[src/rtl/mod_dec_inv_cipher_iter.sv]
// Iterative AES-256 inverse cipher, one round per clock; InvSubBytes and round keys are external.
// Optional AES_DEC_ZEROIZE_EN clears the state register on the DONE->IDLE handshake.
module mod_dec_inv_cipher_iter #(
  parameter int unsigned NR = 14
) (
  input  logic       clk,
  input  logic       rst,
  input  logic       in_valid,
  output logic       in_ready,
  input  logic [7:0] ct      [15:0],
  output logic [3:0] rk_addr,
  input  logic [7:0] rk      [15:0],
  output logic [7:0] isb_in  [15:0],
  input  logic [7:0] isb_out [15:0],
  output logic       out_valid,
  input  logic       out_ready,
  output logic [7:0] pt      [15:0],
  output logic       busy
);

  typedef enum logic [1:0] {IDLE, ROUND, FINAL, DONE} fsm_t;

  fsm_t       fsm_q, fsm_d;
  logic [7:0] state_q [15:0];
  logic [7:0] state_d [15:0];
  logic [7:0] ark     [15:0];
  logic [3:0] round_q, round_d;

  function automatic logic [7:0] xt(input logic [7:0] b);
    return {b[6:0], 1'b0} ^ (b[7] ? 8'h1b : 8'h00);
  endfunction

  // {x*0e, x*0d, x*0b, x*09} from a single xtime chain
  function automatic logic [31:0] mulset(input logic [7:0] b);
    logic [7:0] x2, x4, x8;
    x2 = xt(b);
    x4 = xt(x2);
    x8 = xt(x4);
    return {x8 ^ x4 ^ x2, x8 ^ x4 ^ b, x8 ^ x2 ^ b, x8 ^ b};
  endfunction

  // Returns {out3, out2, out1, out0} for one column
  function automatic logic [31:0] inv_mix_col(input logic [7:0] a0, input logic [7:0] a1,
                                              input logic [7:0] a2, input logic [7:0] a3);
    logic [31:0] p0, p1, p2, p3;
    p0 = mulset(a0);
    p1 = mulset(a1);
    p2 = mulset(a2);
    p3 = mulset(a3);
    return {p0[15:8]  ^ p1[23:16] ^ p2[7:0]   ^ p3[31:24],
            p0[23:16] ^ p1[7:0]   ^ p2[31:24] ^ p3[15:8],
            p0[7:0]   ^ p1[31:24] ^ p2[15:8]  ^ p3[23:16],
            p0[31:24] ^ p1[15:8]  ^ p2[23:16] ^ p3[7:0]};
  endfunction

  // InvShiftRows: byte (r,c) comes from (r, c-r mod 4); index is {column,row}
  always_comb begin
    for (int unsigned i = 0; i < 16; i++) begin
      isb_in[4'(i)] = state_q[{2'(i[3:2] - i[1:0]), i[1:0]}];
    end
  end

  always_comb begin
    logic [31:0] col;
    col     = '0;
    fsm_d   = fsm_q;
    round_d = round_q;
    rk_addr = '0;
    for (int unsigned i = 0; i < 16; i++) begin
      ark[4'(i)]     = isb_out[4'(i)] ^ rk[4'(i)];
      state_d[4'(i)] = state_q[4'(i)];
    end
    case (fsm_q)
      IDLE: begin
        rk_addr = 4'(NR);
        if (in_valid) begin
          for (int unsigned i = 0; i < 16; i++) begin
            state_d[4'(i)] = ct[4'(i)] ^ rk[4'(i)];
          end
          round_d = 4'(NR - 1);
          fsm_d   = ROUND;
        end
      end
      ROUND: begin
        rk_addr = round_q;
        for (int unsigned c = 0; c < 4; c++) begin
          col = inv_mix_col(ark[4'(4*c)], ark[4'(4*c+1)], ark[4'(4*c+2)], ark[4'(4*c+3)]);
          state_d[4'(4*c)]   = col[7:0];
          state_d[4'(4*c+1)] = col[15:8];
          state_d[4'(4*c+2)] = col[23:16];
          state_d[4'(4*c+3)] = col[31:24];
        end
        round_d = round_q - 4'd1;
        if (round_q == 4'd1) fsm_d = FINAL;
      end
      FINAL: begin
        rk_addr = '0;
        for (int unsigned i = 0; i < 16; i++) begin
          state_d[4'(i)] = ark[4'(i)];
        end
        fsm_d = DONE;
      end
      DONE: begin
        rk_addr = '0;
        if (out_ready) begin
          fsm_d = IDLE;
`ifdef AES_DEC_ZEROIZE_EN
          for (int unsigned i = 0; i < 16; i++) begin
            state_d[4'(i)] = '0;
          end
`endif
        end
      end
      default: fsm_d = IDLE;
    endcase
  end

  always_ff @(posedge clk or posedge rst) begin
    if (rst) begin
      fsm_q   <= IDLE;
      round_q <= '0;
      for (int unsigned i = 0; i < 16; i++) begin
        state_q[4'(i)] <= '0;
      end
    end else begin
      fsm_q   <= fsm_d;
      round_q <= round_d;
      for (int unsigned i = 0; i < 16; i++) begin
        state_q[4'(i)] <= state_d[4'(i)];
      end
    end
  end

  assign in_ready  = (fsm_q == IDLE);
  assign out_valid = (fsm_q == DONE);
  assign busy      = (fsm_q != IDLE);
  assign pt        = state_q;

endmodule

[config.mk]
export PLATFORM = sky130hd
export DESIGN_NAME = mod_dec_inv_cipher_iter
export DESIGN_NICKNAME = d
export VERILOG_FILES = /design/src/rtl/mod_dec_inv_cipher_iter.sv
export SDC_FILE = /design/constraint.sdc
export NUM_CORES = 1
export LEC_CHECK = 0
export ABC_CLOCK_PERIOD_IN_PS = 5650
export BUFFER_PORTS_ARGS = -buffer_cell sky130_fd_sc_hd__buf_4
export CORE_ASPECT_RATIO = 0.7
export CORE_MARGIN = 4
export CORE_UTILIZATION = 28
export DETAILED_ROUTE_END_ITERATION = 12
export PLACE_DENSITY_LB_ADDON = 0.05
export SYNTH_ARGS = -nofsm -noshare
export SYNTH_HDL_FRONTEND = slang
export SYNTH_SLANG_ARGS = --single-unit
[constraint.sdc]
create_clock -name clk -period 5.65 [get_ports clk]
set_input_delay 1.13 -clock clk [delete_from_list [all_inputs] [get_ports clk]]
set_output_delay 1.13 -clock clk [all_outputs]
set_load 0.05 [all_outputs]
# [Yosys cells after proc, flatten, opt, wreduce, memory -nomap -nowiden]
# Index checks and enable logic that the tools add are counted.
[word_totals] ff_bits=134 inputBits=388 word_cells=315
[classes] reduce_logical=8 n_mux=57 bitwise_logic=224 eq_ne=7 n_addsub=1
[ops] op="$xor 8x8->8" n=176
[ops] op="$pmux 128 s3" n=1
[ops] op="$xor 8x5->8" n=48
[ops] op="$mux 5" n=48
[ops] op="$mux 128" n=1
[ops] op="$pmux 4 s3" n=1
[ops] op="$pmux 2 s4" n=1
[ops] op="$pmux 4 s2" n=1
[ops] op="$mux 2" n=3
[ops] op="$eq 2x2->1 const B" n=2
[ops] op="$eq 4x1->1 const B" n=1
[ops] op="$mux 4" n=1
[ops] op="$ne 2x2->1 const B" n=2
[ops] op="$reduce_and 2->1" n=2
[ops] op="$reduce_bool 2->1" n=2
[ops] op="$sub 4x1->4 const B" n=1
[ops] op="$reduce_and 3->1" n=1
[ops] op="$reduce_bool 3->1" n=1
[ops] op="$eq 2x1->1 const B" n=1
[ops] op="$logic_not 2->1" n=1
[ops] op="$ne 2x1->1 const B" n=1
[ops] op="$reduce_or 2->1" n=1

# [Logic depth before layout (Yosys ltp)]
[logic_depth] word_depth=13 mapped_depth=10 depth_no_buf=8

# [Worst setup path after synthesis]
# No wires, ideal clock.
[synth_timing] kind="input to register" startpoint="input isb_out[39] (netlist bit)" endpoint="register state_q, in the netlist isb_in[117]" t_required_ps=5503 path_slack_ps=2352 arrival_time_ps=3151 n_path_buf=0 cell_stages=7 path_cell_list="xnor2_4 -> xor2_1 -> xnor3_1 -> xor2_1 -> xnor3_1 -> a221oi_1 -> a311oi_1"
[synth_via] elab_chain_cells=11
[synth_lines] item="start, declared" line_no="14" source="input logic [7:0] isb_out [15:0],"
[synth_lines] item="$xor 8x8->8 (*)" line_no="70" source="ark[4'(i)] = isb_out[4'(i)] ^ rk[4'(i)];"
[synth_lines] item="$mux 5 (*)" line_no="30" source="return {b[6:0], 1'b0} ^ (b[7] ? 8'h1b : 8'h00);"
[synth_lines] item="$xor 8x5->8 (*) (2 in a row)" line_no="30"
[synth_lines] item="$xor 8x5->8" line_no="30"
[synth_lines] item="$xor 8x8->8 (*) (2 in a row)" line_no="39" source="return {x8 ^ x4 ^ x2, x8 ^ x4 ^ b, x8 ^ x2 ^ b, x8 ^ b};"
[synth_lines] item="$xor 8x8->8 (*) (3 in a row)" line_no="51" source="p0[23:16] ^ p1[7:0] ^ p2[31:24] ^ p3[15:8],"
[synth_lines] item="$pmux 128 s3 (*)" line_no="73" source="case (fsm_q)"
[synth_lines] item="end signal, assigned by index" line_no="129" source="state_q[4'(i)] <= state_d[4'(i)];"
[synth_lines] item="end, declared" line_no="24" source="logic [7:0] state_q [15:0];"
# Mark *: on every way between the ends. The rest lies on a longest branch, timed or not.
# A chain may end at the register's enable or synchronous reset.

# [Worst setup path in the final report]
[layout_timing] startpoint="input isb_out[81] (netlist bit)" endpoint="register state_q, in the netlist isb_in[60]"
[layout_via] elab_chain_cells=8
[layout_lines] item="$xor 8x8->8" line_no="70"
[layout_lines] item="$xor 8x5->8 (3 in a row)" line_no="30"
[layout_lines] item="$xor 8x8->8" line_no="39"
[layout_lines] item="$xor 8x8->8 (2 in a row)" line_no="50" source="return {p0[15:8] ^ p1[23:16] ^ p2[7:0] ^ p3[31:24],"
[layout_lines] item="$pmux 128 s3" line_no="73"
# Every way passes these cells.

==> Flow_metrics.wiki <==
{| class="wikitable"
! Metric !! Value
|-
| Placeable Area || about 69,000 um2
|-
| FFs w/ async S/R, synth || 100%
|-
| Number of nets in the final layout || slightly below 3,000
|-
| Dominant cells by area after synthesis || xnor2_1 29%, dfrtp_1 17%, xnor3_1 14%
|-
| Post-detailed-route via-to-cell ratio || between 4 and 5
|-
| Status || complete, no violations
|-
| Final wirelength || about 86,000 um
|-
| Startpoint types || input pin
|-
| Number of instances resized during post-cts repair || 0
|-
| Peak supply drop || roughly 0.48 mV
|-
| Timing startpoint of the critical path || isb_out[81]
|-
| Number of antenna violations at the first check in global routing || 2
|-
| Nets in the synthesized netlist || approximately 2,400
|-
| GRT Resource Usage Total || between 20% and 30%
|-
| Final setup violating endpoints || 0
|-
| Worst flop-to-flop path endpoint || isb_in[77]
|-
| Average routed wire per standard cell || around 25 um
|-
| Source-to-sink clock delay at the later pin of the worst-skew pair || ~0.5 ns
|-
| Number of iterations in the first detailed-routing pass || 5
|-
| Final worst path period need || 3.77 ns
|-
| Setup clock skew after layout || roughly 0.0061 ns
|-
| Worst slew margin relative to its limit || around 22%
|-
| Setup slack of the most critical reg-to-reg path || between 2 and 2.5 ns
|-
| Commonest cells after routing, fill and taps aside || 693 x buf_4, 647 x xnor2_1, 183 x xor2_1
|-
| Crit-path cells || buf_4 > xnor2_1 > xnor2_1 > xor3_2 > xnor3_1 > xnor2_1 > a221oi_1 > a311oi_2
|-
| Summed instance area of the synthesized netlist || about 20,000 um2
|-
| Largest buffer count on any clock path || 2
|-
| GP Congestion || between 0.8 and 0.9
|-
| Number of placed I/O pins || 651
|-
| Initial Util || 28.5%
|-
| Overall die area || between 70,000 and 80,000 um2
|-
| IO Port Bufs || 650
|-
| Cell taking the most area after synthesis || xnor2_1
|-
| Worst Reg-to-Reg Cells || 6
|-
| Pins over their slew limit || 0
|-
| Number of antenna diodes || 0
|-
| Critical path type || in -> reg
|-
| Number of different library cells in the post-synthesis netlist || slightly below 50
|-
| Critical Path RT || around 6 ns
|-
| Growth of design area from synthesis to finish || 29.3%
|-
| Share of synthesized area occupied by flip-flops and latches || between 10% and 20%
|-
| Via Count || roughly 16,000
|-
| Die span in y || 229 um
|-
| Number of CTS-inserted buffers || 17
|-
| Clk sinks || roughly 130
|-
| Dominant register cell in the synthesized netlist || dfrtp_1
|-
| Total leakage power || ~11 nW
|-
| Number of global-route vias before repair || between 15,000 and 20,000
|-
| Synthesis Warnings || 0
|-
| Root cell of the clock tree || clkbuf_16
|-
| Reg-to-Reg Start || fsm_q[0]
|-
| FMAX || 265 MHz
|-
| Total grt overflow || 0
|-
| Critical path data arrival time || just over 4 ns
|-
| Clock tree from TritonCTS || built
|-
| Setup repair after global routing missed its margin || no
|-
| Termination of the worst setup path || isb_in[60]
|-
| Most frequent standard cell in the layout excluding fill and tap cells || buf_4
|-
| Largest net degree at the start of global routing || 118
|-
| Number of synthesized flops with an enable pin || 0
|-
| Max-cap violation count || 0
|-
| Fin. Hold Viols || 0
|-
| Floorplan row count || 80
|-
| Slowest Stage Delay on Critical Path || roughly 0.65 ns
|-
| Setup total negative slack || 0 ns
|-
| Register clock-pin slew on the reported worst setup and hold paths || roughly 0.070 ns
|-
| Sort of element at the end of the critical path || register
|-
| Cell seen most often among critical-path stages || xnor2_1
|-
| Worst min-delay path category || reg -> reg
|-
| Number of DRC violations after detailed-routing iteration 0 || ~940
|-
| Count of nets left with antenna violations after detail routing || 0
|-
| Number of H-tree levels || 4
|-
| Postcts setup bufs || 0
|-
| Flop and latch count out of synthesis || approximately 130
|-
| Worst slew pin tran || about 1.2 ns
|-
| Power per Cell Area || about 740 nW/um2
|-
| Number of buffers inserted for hold repair after clock tree synthesis || 0
|-
| Share of final-layout standard cells stronger than drive strength 1 || 32.3%
|-
| Syn Area/Cell || 9.76 um2
|-
| Final worst path period share || about two thirds
|-
| Post-route cell area || approximately 25,000 um2
|-
| Cells after synthesis || 2,010
|-
| Largest fanout on the critical path || 4
|-
| Critical Path Slowest Stage Cell || xnor2_1
|-
| Post-synth top area share || around 29%
|-
| Remaining design rule violation count || 0
|-
| Placed cell areas || 24,800 um2
|-
| Post-detail-place hpwl || between 60,000 and 70,000 um
|-
| Die extent in x || approximately 320 um
|-
| First-pass GRT wire length || 123,000 um
|}
critical path, delay by kind of cell:
kind / cells / cell delay, ns
compound gates: 2 / 0.68
xor+xnor: 5 / 2.17
buf+inv: 1 / 0.11
Yosys cell counts, drive strengths merged (3+ instances only):
cell type    n
a311oi      37
o31ai       47
inv         17
a21o         4
nand3        4
buf        133
a22o         3
xnor2      700
o21ai      114
xnor3      125
a21oi       59
a31oi        5
ha           6
o22ai        6
xor2       193
nor2       129
a221oi      20
o221a        8
clkbuf      80
o21a         3
a211oi      27
o221ai      23
o2bb2ai      5
dfrtp      134
nor3         6
nand2      102
xor3         7
power breakdown:
group / internal [mW] / total [mW] / switching [mW]
sequential: 1.52 / 2.08 / 0.554
combinational: 5.70 / 15.5 / 9.76
clock: 0.715 / 1.25 / 0.537
metrics by stage:
step | utilization, % | power (mW) | hold slack (ns) | setup WS [ns] | cells
after floorplan | - | 13.4 | 0.498 | 0.937 | 2010
after global placement | 36.0 | 17.6 | 0.505 | 1.40 | 3394
after detailed placement | 36.0 | 17.6 | 0.514 | 1.37 | 3394
after CTS | 36.9 | 18.9 | 0.529 | 1.92 | 3426
after global routing | 36.9 | 19.9 | 0.560 | 1.75 | 3426
final | 36.9 | 18.8 | 0.521 | 1.88 | 3426
layer usage:
layer | up-vias | GRT usage (%) | routed length [um]
met5 | - | 0 | 19
met4 | 2 | 5.44 | 1470
met2 | 499 | 38.9 | 42400
met1 | 8091 | 28.9 | 37000
met3 | 63 | 4.62 | 4910
li1 | 7645 | - | -
kinds of logic after synthesis:
group                      synth area share [%]
xor gates and xnor gates                   58.2
AOI/OAI and AO/OA                          12.5
and+or+nand+nor                            4.85
buffers and inverters                      6.89
DFF                                        17.1
adders and majority gates                 0.383
muxes                                     0.108
how the worst min path moves through the flow:
| stage | cells after the start | from | slack (ns) | endpoint |
|---|---|---|---|---|
| 6_report | 2 | isb_in[34] | 0.52 | isb_in[34] |
| 4_1_cts | 2 | isb_in[34] | 0.53 | isb_in[34] |
| 3_5_place_dp | 2 | isb_in[34] | 0.51 | isb_in[34] |
| 5_1_grt | 2 | isb_in[98] | 0.56 | isb_in[98] |
| 3_3_place_gp | 2 | isb_in[106] | 0.50 | isb_in[106] |
| 2_1_floorplan | 1 | round_q[0] | 0.50 | round_q[0] |
area by class of cell:
class / count / area (um2)
tap: 902 / 1130
clock inverter: 12 / 153
multi-input combinational: 1645 / 15000
inverter: 18 / 75.1
sequential: 134 / 3350
clock buffer: 20 / 457
timing repair buffer: 695 / 5240
fill: 7035 / 43400
flip-flops by register name (all words and copies together) (netlist names):
name,flops
isb_in,128
round_q,4
fsm_q,2
Note: power is estimated with default switching activity, not from simulation.
